**src/rtl/boot_pkg.sv**
```systemverilog
// Shared types and default constants for the boot loader.
// Imported by the FSM/counter block and its testbench.
package boot_pkg;

  typedef enum logic [2:0] {
    ST_HOLD,
    ST_RUN,
    ST_HDR,
    ST_LOAD,
    ST_ERR
  } boot_state_t;

  localparam int DEF_ADDR_WIDTH = 12;
  localparam int DEF_DATA_WIDTH = 32;
  localparam int DEF_RESET_HOLD = 4;
  localparam int DEF_TIMEOUT    = 1048576;

endpackage

```
**src/rtl/edge_detect.sv**
```systemverilog
// Rising-edge detector on a registered previous sample.
// The previous sample resets to 0, so a level high at reset release is an edge.
module edge_detect (
  input  logic clock,
  input  logic reset,
  input  logic i_level,
  output logic o_rise
);

  logic r_prev;

  always_ff @(posedge clock or posedge reset) begin
    if (reset) r_prev <= 1'b0;
    else       r_prev <= i_level;
  end

  assign o_rise = i_level & ~r_prev;

endmodule

```
**src/rtl/boot_load_controller.sv**
```systemverilog
// Loads a length-prefixed word stream into instruction memory
// and holds the CPU in reset while loading.
module boot_load_controller
  import boot_pkg::*;
#(
  parameter int ADDR_WIDTH = DEF_ADDR_WIDTH,
  parameter int DATA_WIDTH = DEF_DATA_WIDTH,
  parameter int RESET_HOLD = DEF_RESET_HOLD,
  parameter int TIMEOUT    = DEF_TIMEOUT
) (
  input  logic                  clock,
  input  logic                  reset,
  input  logic                  boot_req,
  input  logic                  word_ready,
  input  logic [DATA_WIDTH-1:0] word_data,
  output logic                  imem_wEn,
  output logic [ADDR_WIDTH-1:0] imem_writeAddr,
  output logic [DATA_WIDTH-1:0] imem_dataIn,
  output logic                  cpu_reset,
  output logic                  loading,
  output logic                  load_done,
  output logic                  load_error,
  output logic [ADDR_WIDTH:0]   word_count
);

  localparam int HOLD_W = (RESET_HOLD > 1) ? $clog2(RESET_HOLD) : 1;
  localparam int IDLE_W = $clog2(TIMEOUT + 1);

  localparam logic [HOLD_W-1:0]   HOLD_LAST = HOLD_W'(RESET_HOLD - 1);
  localparam logic [IDLE_W-1:0]   IDLE_LAST = IDLE_W'(TIMEOUT - 1);
  localparam logic [ADDR_WIDTH:0] MAX_LEN   = {1'b1, {ADDR_WIDTH{1'b0}}};
  localparam logic [ADDR_WIDTH:0] CNT_ONE   = (ADDR_WIDTH + 1)'(1);
  localparam logic [ADDR_WIDTH-1:0] ADR_ONE = ADDR_WIDTH'(1);

  logic w_word_rise;
  logic w_boot_rise;

  edge_detect u_word_ed (
    .clock   (clock),
    .reset   (reset),
    .i_level (word_ready),
    .o_rise  (w_word_rise)
  );

  edge_detect u_boot_ed (
    .clock   (clock),
    .reset   (reset),
    .i_level (boot_req),
    .o_rise  (w_boot_rise)
  );

  boot_state_t           r_state;
  logic [HOLD_W-1:0]     r_hold_cnt;
  logic [IDLE_W-1:0]     r_idle;
  logic [ADDR_WIDTH:0]   r_length;
  logic [ADDR_WIDTH:0]   r_count;
  logic [ADDR_WIDTH-1:0] r_addr;
  logic                  r_wen;
  logic [ADDR_WIDTH-1:0] r_waddr;
  logic [DATA_WIDTH-1:0] r_wdata;
  logic                  r_cpu_reset;
  logic                  r_loading;
  logic                  r_done;
  logic                  r_error;

  logic [ADDR_WIDTH:0] w_hdr_len;
  logic [ADDR_WIDTH:0] w_count_nx;
  logic                w_hdr_bad;
  logic                w_idle_exp;

  assign w_hdr_len  = word_data[ADDR_WIDTH:0];
  assign w_count_nx = r_count + CNT_ONE;
  assign w_hdr_bad  = (w_hdr_len == '0) || (w_hdr_len > MAX_LEN);
  assign w_idle_exp = (r_idle == IDLE_LAST);

  always_ff @(posedge clock or posedge reset) begin
    if (reset) begin
      r_state     <= ST_HOLD;
      r_hold_cnt  <= '0;
      r_idle      <= '0;
      r_length    <= '0;
      r_count     <= '0;
      r_addr      <= '0;
      r_wen       <= 1'b0;
      r_waddr     <= '0;
      r_wdata     <= '0;
      r_cpu_reset <= 1'b1;
      r_loading   <= 1'b0;
      r_done      <= 1'b0;
      r_error     <= 1'b0;
    end else begin
      r_wen  <= 1'b0;
      r_done <= 1'b0;
      unique case (r_state)
        ST_HOLD: begin
          if (r_hold_cnt == HOLD_LAST) begin
            r_state     <= ST_RUN;
            r_cpu_reset <= 1'b0;
            r_hold_cnt  <= '0;
          end else begin
            r_hold_cnt <= r_hold_cnt + HOLD_W'(1);
          end
        end
        ST_RUN: begin
          if (w_boot_rise) begin
            r_state     <= ST_HDR;
            r_cpu_reset <= 1'b1;
            r_loading   <= 1'b1;
            r_idle      <= '0;
          end
        end
        ST_HDR: begin
          if (w_word_rise) begin
            r_idle <= '0;
            if (w_hdr_bad) begin
              r_state   <= ST_ERR;
              r_loading <= 1'b0;
              r_error   <= 1'b1;
            end else begin
              r_state  <= ST_LOAD;
              r_length <= w_hdr_len;
              r_count  <= '0;
              r_addr   <= '0;
            end
          end else if (w_idle_exp) begin
            r_state   <= ST_ERR;
            r_loading <= 1'b0;
            r_error   <= 1'b1;
          end else begin
            r_idle <= r_idle + IDLE_W'(1);
          end
        end
        ST_LOAD: begin
          // final write is on the bus this cycle; leave LOAD one cycle later
          if (r_done) begin
            r_state    <= ST_HOLD;
            r_loading  <= 1'b0;
            r_hold_cnt <= '0;
          end else if (w_word_rise) begin
            r_idle  <= '0;
            r_wen   <= 1'b1;
            r_waddr <= r_addr;
            r_wdata <= word_data;
            r_addr  <= r_addr + ADR_ONE;
            r_count <= w_count_nx;
            r_done  <= (w_count_nx == r_length);
          end else if (w_idle_exp) begin
            r_state   <= ST_ERR;
            r_loading <= 1'b0;
            r_error   <= 1'b1;
          end else begin
            r_idle <= r_idle + IDLE_W'(1);
          end
        end
        ST_ERR: begin
          if (w_boot_rise) begin
            r_state   <= ST_HDR;
            r_error   <= 1'b0;
            r_loading <= 1'b1;
            r_idle    <= '0;
          end
        end
        default: r_state <= ST_HOLD;
      endcase
    end
  end

  assign imem_wEn       = r_wen;
  assign imem_writeAddr = r_waddr;
  assign imem_dataIn    = r_wdata;
  assign cpu_reset      = r_cpu_reset;
  assign loading        = r_loading;
  assign load_done      = r_done;
  assign load_error     = r_error;
  assign word_count     = r_count;

endmodule

```
**config.mk**
```make
export PLATFORM = sky130hd
export DESIGN_NAME = boot_load_controller
export DESIGN_NICKNAME = d
export VERILOG_FILES = /design/src/rtl/boot_pkg.sv /design/src/rtl/edge_detect.sv /design/src/rtl/boot_load_controller.sv
export SDC_FILE = /design/constraint.sdc
export NUM_CORES = 1
export LEC_CHECK = 0
export ABC_AREA = 1
export CAP_MARGIN = 20
export CORE_MARGIN = 2
export CORE_UTILIZATION = 46
export CTS_BUF_LIST = sky130_fd_sc_hd__clkbuf_2 sky130_fd_sc_hd__clkbuf_4 sky130_fd_sc_hd__clkbuf_8
export CTS_CLUSTER_DIAMETER = 40
export DETAILED_ROUTE_END_ITERATION = 10
export PLACE_DENSITY = 0.7
export SKIP_LAST_GASP = 1
export SYNTH_ARGS = -nofsm -noshare
export SYNTH_HDL_FRONTEND = slang
export SYNTH_SLANG_ARGS = --single-unit
```
**constraint.sdc**
```tcl
create_clock -name clock -period 8.7 [get_ports clock]
set_input_delay 1.74 -clock clock [delete_from_list [all_inputs] [get_ports clock]]
set_output_delay 1.74 -clock clock [all_outputs]
set_load 0.01 [all_outputs]
```
=== Yosys cells after proc, flatten, opt, wreduce, memory -nomap -nowiden ===
Cells that the tools add are included.

* Bits in registers: 115
* Input port bits: 36
* Output and inout port bits: 62
* Logic and storage cells: 111

* $add $sub $neg: 4
* Magnitude comparators: 1
* Equal/unequal tests: 19
* Multiplexer cells: 48
* Bitwise gates (word level): 6
* Reductions and logical operators: 18

{| class="wikitable"
|+ Operators with widths
! operator !! number
|-
| two-way mux 21 bit || 4
|-
| case mux 21 bit (3 select lines) || 1
|-
| two-way mux 13 bit || 4
|-
| two-way mux 12 bit || 4
|-
| case mux 13 bit (2 select lines) || 1
|-
| case mux 12 bit (2 select lines) || 1
|-
| adder 21 x 1 -> 21 bit, second input constant || 1
|-
| == test 21 x 20 -> 1 bit, second input constant || 1
|-
| two-way mux 3 bit || 7
|-
| two-way mux 1 bit || 19
|-
| AND reduction 3 bit || 5
|-
| adder 13 x 1 -> 13 bit, second input constant || 1
|-
| == test 13 bit || 1
|-
| > comparator 13 bit, second input constant || 1
|-
| logical NOT 13 bit || 1
|-
| adder 12 x 1 -> 12 bit, second input constant || 1
|-
| case mux 3 bit (4 select lines) || 1
|-
| != test 2 x 1 -> 1 bit, second input constant || 5
|-
| != test 2 bit, second input constant || 5
|-
| AND reduction 5 bit || 2
|-
| == test 3 x 2 -> 1 bit, second input constant || 2
|-
| != test 3 bit, second input constant || 2
|-
| case mux 1 bit (3 select lines) || 2
|-
| nonzero test 2 bit || 3
|-
| other kinds (15) || 21
|}

=== Logic depth before layout (Yosys ltp) ===
* Depth after elaboration: 5
* Depth in mapped cells: 13
* Mapped depth without buffers: 13

=== Modules after synthesis ===
A second synthesis with hierarchy kept.

* Cells, all modules: 815
* Area total of the unflattened synthesis: 6,150.9 µm²

{| class="wikitable"
|+ Modules (own cells, without submodules)
! module !! times used !! cells an instance !! area each (µm²) !! sequential area each (µm²)
|-
| boot_load_controller || 1 || 807 || 6,073.3 || 2,829.0
|-
| edge_detect || 2 || 4 || 38.8 || 25.0
|}

=== Worst setup path before layout ===
OpenSTA, ideal clock, no wires.

* Path type: in2reg
* Start: in word_ready
* End: reg r_idle[9]
* Library setup time: 117 ps
* Arrival: 2,810 ps
* Required time: 8,583 ps
* Path slack: 5,773 ps
* Stages: 10
* Buffers on the path: 2
* Cells stage by stage: nand2_1 -> inv_1 -> nor2_1 -> inv_1 -> nand2_1 -> nand2_1 -> buf_6 -> buf_6 -> nand3_2 -> nand2_1

* Longest elaborated chain between the ends: 4

{| class="wikitable"
|+ Ends and longest elaborated chain
! item !! line !! source
|-
| start, declared || boot_load_controller.sv:14 || <nowiki>input logic word_ready,</nowiki>
|-
| bitwise AND 1 bit * || edge_detect.sv:17 || <nowiki>assign o_rise = i_level & ~r_prev;</nowiki>
|-
| two-way mux 21 bit * || boot_load_controller.sv:113 || <nowiki>if (w_word_rise) begin</nowiki>
|-
| two-way mux 21 bit || boot_load_controller.sv:135 || <nowiki>if (r_done) begin</nowiki>
|-
| case mux 21 bit (3 select lines) * || boot_load_controller.sv:94 || <nowiki>unique case (r_state)</nowiki>
|-
| end signal, assigned || boot_load_controller.sv:130 || <nowiki>r_idle <= r_idle + IDLE_W'(1);</nowiki>
|-
| end signal, assigned || boot_load_controller.sv:152 || <nowiki>r_idle <= r_idle + IDLE_W'(1);</nowiki>
|-
| end, declared || boot_load_controller.sv:54 || <nowiki>logic [IDLE_W-1:0] r_idle;</nowiki>
|}

Mark *: on every way between the ends. The rest lies on a longest branch, timed or not. The select of a mux whose other input is x is not followed.
A chain may end at the register's enable or synchronous reset.

=== Worst setup path in the final report ===
* Start: in word_ready
* End: reg r_idle[3]

The elaborated chain is that of the path after synthesis.

==> impl_metrics.toml <==
[cts]
clk-insertion-delay-late_ns = 0.44
clock_path_buffers = 2
clock_sinks = 115
numCtsBuffers = 17
post-cts-setup-buffer-count = 0
cts_root_buf = "clkbuf_8"
tritoncts = "done"
cts_resized = 0
ctsHoldBuffers = 0
htree_levels = 4
clk_pin_slew_ns = 0.07

[hold_path]
hold_end = "cpu_reset"
holdPathStages = 1
worstHoldStart = "u_boot_ed.r_prev"
holdCritPathClass = "reg -> reg"

[synthesis]
ys_warn_count = 0
yosysSeqAreaShare = 0.474
synth_cell_type_count = 36
synth_area_sq_um = 6080
synth_nets = 857
synth_top_area_share = 0.469
synthTopCellsByArea = "dfrtp_1 (47%), nand2_1 (18%), nand3_1 (6.3%), o21ai_0 (5.4%), inv_1 (5.2%)"
syn_area_per_cell_sq_um = 7.44
netlist_instances = 817
synth-seq-cells = 115
yosysTopAreaCell = "dfrtp_1"

[layout]
fillers = 1175
drive_above_1_share = 0.0694
layout.nets = 949
fin_util = 0.591
antenna_cells = 0
syn_to_final_growth_pct = 24.3

[timing]
fin_crit_ns = 4.18
maxSlewViolCount = 0
clock_skew_ns = 0.0125
rsz0062_at_grt = "false"
tightest_slew_ns = 0.981
finalCritPeriodShare = 0.481
fin_ws_ns = 4.52
hold_viol_final = 0
setup_viol = 0
relSlewSlack = 0.344
whs_ns = 0.410
max_freq_mhz = 239
setup_tns_ns = 0

[global_route]
grt_pass1_wl_um = 24800
grt_pass1_vias = 5028
grt_usage = 0.218
grt_overflow = 0
antenna_found_initial = 0
grt_max_degree = 77

[drt]
post_drt_wl_per_cell_um = 13.4
first_pass_iters = 5
drcViolationCount = 0
vias = 5379
routed_wl_um = 14600
dr.first_iter.drc_count = 401
ant_nets = 0
routed_via_density = 4.92

[placement]
portBuffers = 97
gp_congestion = 0.919
hpwl_um = 10200
dp_worst_setup_slack_ns = 4.11

[pwr]
p_per_area_nw_per_um2 = 252
power.total_mw = 1.90
leakagePower_nw = 3.55
peakVddDrop_mv = 0.168

[setup_path]
critPathLaunchType = "input port"
regToRegStartpoint = "r_state[1]"
criticalPathCategory = "in -> reg"
rrSetupSlack_ns = 5.63
critPathMaxStageDelay_ns = 0.66
crit_chain = "clkdlybuf4s50_1, nand2_1, inv_1, nor2_1, inv_1, nand2_1, nand2_1, nand3_1, o21ai_0"
cp_common_cell = "nand2_1"
cp_slowest_cell = "nand2_1"
r2r_end = "r_idle[3]"
end_kind = "flip-flop"
cp.arrival_ns = 4.45
r2r_cells = 10
critPathRequiredTime_ns = 8.97
crit_fanout = 29

[run_status]
status = "complete, no violations"

[floorplan]
coreArea_sq_um = 12800
fp.dieH_um = 119
die_w_um = 119
io_pins = 98
num_rows = 41
dieArea_sq_um = 14100
initial_utilization = 0.476

[job]
max-cap-violations = 0
cells in the final DEF (no fill, tap or decap), types with 2 or more instances in the layout:
master and instances:
inv_2 4, o21ai_0 66, buf_4 3, nand3b_1 3, o21ai_2 3, clkbuf_8 20, inv_1 82, nor2_1 60
nand3_2 5, clkbuf_4 7, clkdlybuf4s50_1 97, nor3_1 18, nor3_2 2, or2_2 4, nand2_1 290, clkinv_2 4
nand2_2 3, a21oi_1 7, ha_1 4, nand4_1 17, nand3_1 77, nor2_4 2, o21ai_1 2, dfrtp_1 114
xor2_1 12
sequential cells by signal, summed over array words and instances, names as in the netlist:
| signal | cells |
|---|---|
| imem_wEn | 1 |
| loading | 1 |
| word_count | 13 |
| load_error | 1 |
| imem_dataIn | 32 |
| r_idle | 21 |
| load_done | 1 |
| u_word_ed.r_prev | 1 |
| r_state | 3 |
| imem_writeAddr | 12 |
| cpu_reset | 1 |
| u_boot_ed.r_prev | 1 |
| r_hold_cnt | 2 |
| r_addr | 12 |
| r_length | 13 |
kinds of logic after synthesis:
group | count (synthesis) | synth area share
AO/OA/AOI/OAI | 82 | 0.0710
buffers and inverters | 116 | 0.0768
flip-flops | 115 | 0.474
AND/OR/NAND/NOR | 485 | 0.344
adder cells (fa/ha/maj) | 4 | 0.00824
XOR/XNOR | 15 | 0.0264
per-layer routing:
| layer | vias up | GRT usage | part of all wire |
|---|---|---|---|
| met4 | 0 | 0.0744 | 0.013 |
| li1 | 2787 | - | - |
| met3 | 15 | 0.0436 | 0.038 |
| met5 | - | 0 | 0 |
| met1 | 2465 | 0.295 | 0.48 |
| met2 | 112 | 0.348 | 0.47 |
per-stage QoR:
step / cell area (sq um) / instances
floorplan: 6080 / 817
global placement: 7150 / 1060
detailed placement: 7150 / 1060
CTS: 7530 / 1092
global route: 7550 / 1094
finish: 7550 / 1094
worst max-delay path by stage:
| stage | start | to | slack, ns | cells past startpoint |
|---|---|---|---|---|
| 3_5_place_dp | word_ready | r_idle[1] | 4.11 | 8 |
| 5_1_grt | word_ready | r_idle[1] | 4.24 | 9 |
| 3_3_place_gp | word_ready | r_idle[0] | 4.21 | 9 |
| 4_1_cts | word_ready | r_idle[1] | 4.54 | 8 |
| 2_1_floorplan | reset | imem_dataIn[0] | 3.92 | 1 |
| 6_report | word_ready | r_idle[3] | 4.52 | 9 |
synthesized netlist by cell type:
library cell,instances
clkbuf_2,1
buf_2,9
nor2_1,61
and3_1,1
o21ai_2,3
or2_2,4
inv_1,84
nand3_2,5
nand3_4,1
xnor2_1,1
a21oi_1,7
dfstp_2,1
nand3b_1,3
a31oi_1,1
dfrtp_1,114
clkbuf_1,16
nor3_2,2
xor3_1,1
nor3b_1,1
o311ai_0,1
nand2_2,3
inv_2,3
o31ai_1,1
o21ai_1,2
nand2_1,290
nand3_1,77
buf_6,2
nor3_1,18
ha_1,4
buf_4,1
nand4_1,17
o21ai_0,66
a211oi_1,1
xnor3_1,1
nor2_4,2
xor2_1,12
area by class of cell:
cell class | count | area, sq um | share of cell area
multi-input combinational | 586 | 2730 | 0.362
sequential | 115 | 2880 | 0.381
inverter | 87 | 329 | 0.0436
clock inverter | 5 | 50.0 | 0.00662
tap | 172 | 215 | 0.0285
timing repair buffer | 102 | 1020 | 0.135
clock buffer | 27 | 328 | 0.0434
report_power, final:
part | switching (mW) | leakage [nW] | total, mW | internal (mW)
logic | 0.367 | 1.80 | 0.658 | 0.292
registers | 0.0986 | 1.55 | 0.767 | 0.669
clock network | 0.207 | 0.206 | 0.475 | 0.269
critical path: cells and delay by family:
kind	cells	cell delay [ns]
and+or+nand+nor	5	1.75
buffers and inverters	3	0.84
AOI/OAI and AO/OA	1	0.11
Power figures use the tool's default switching activity.
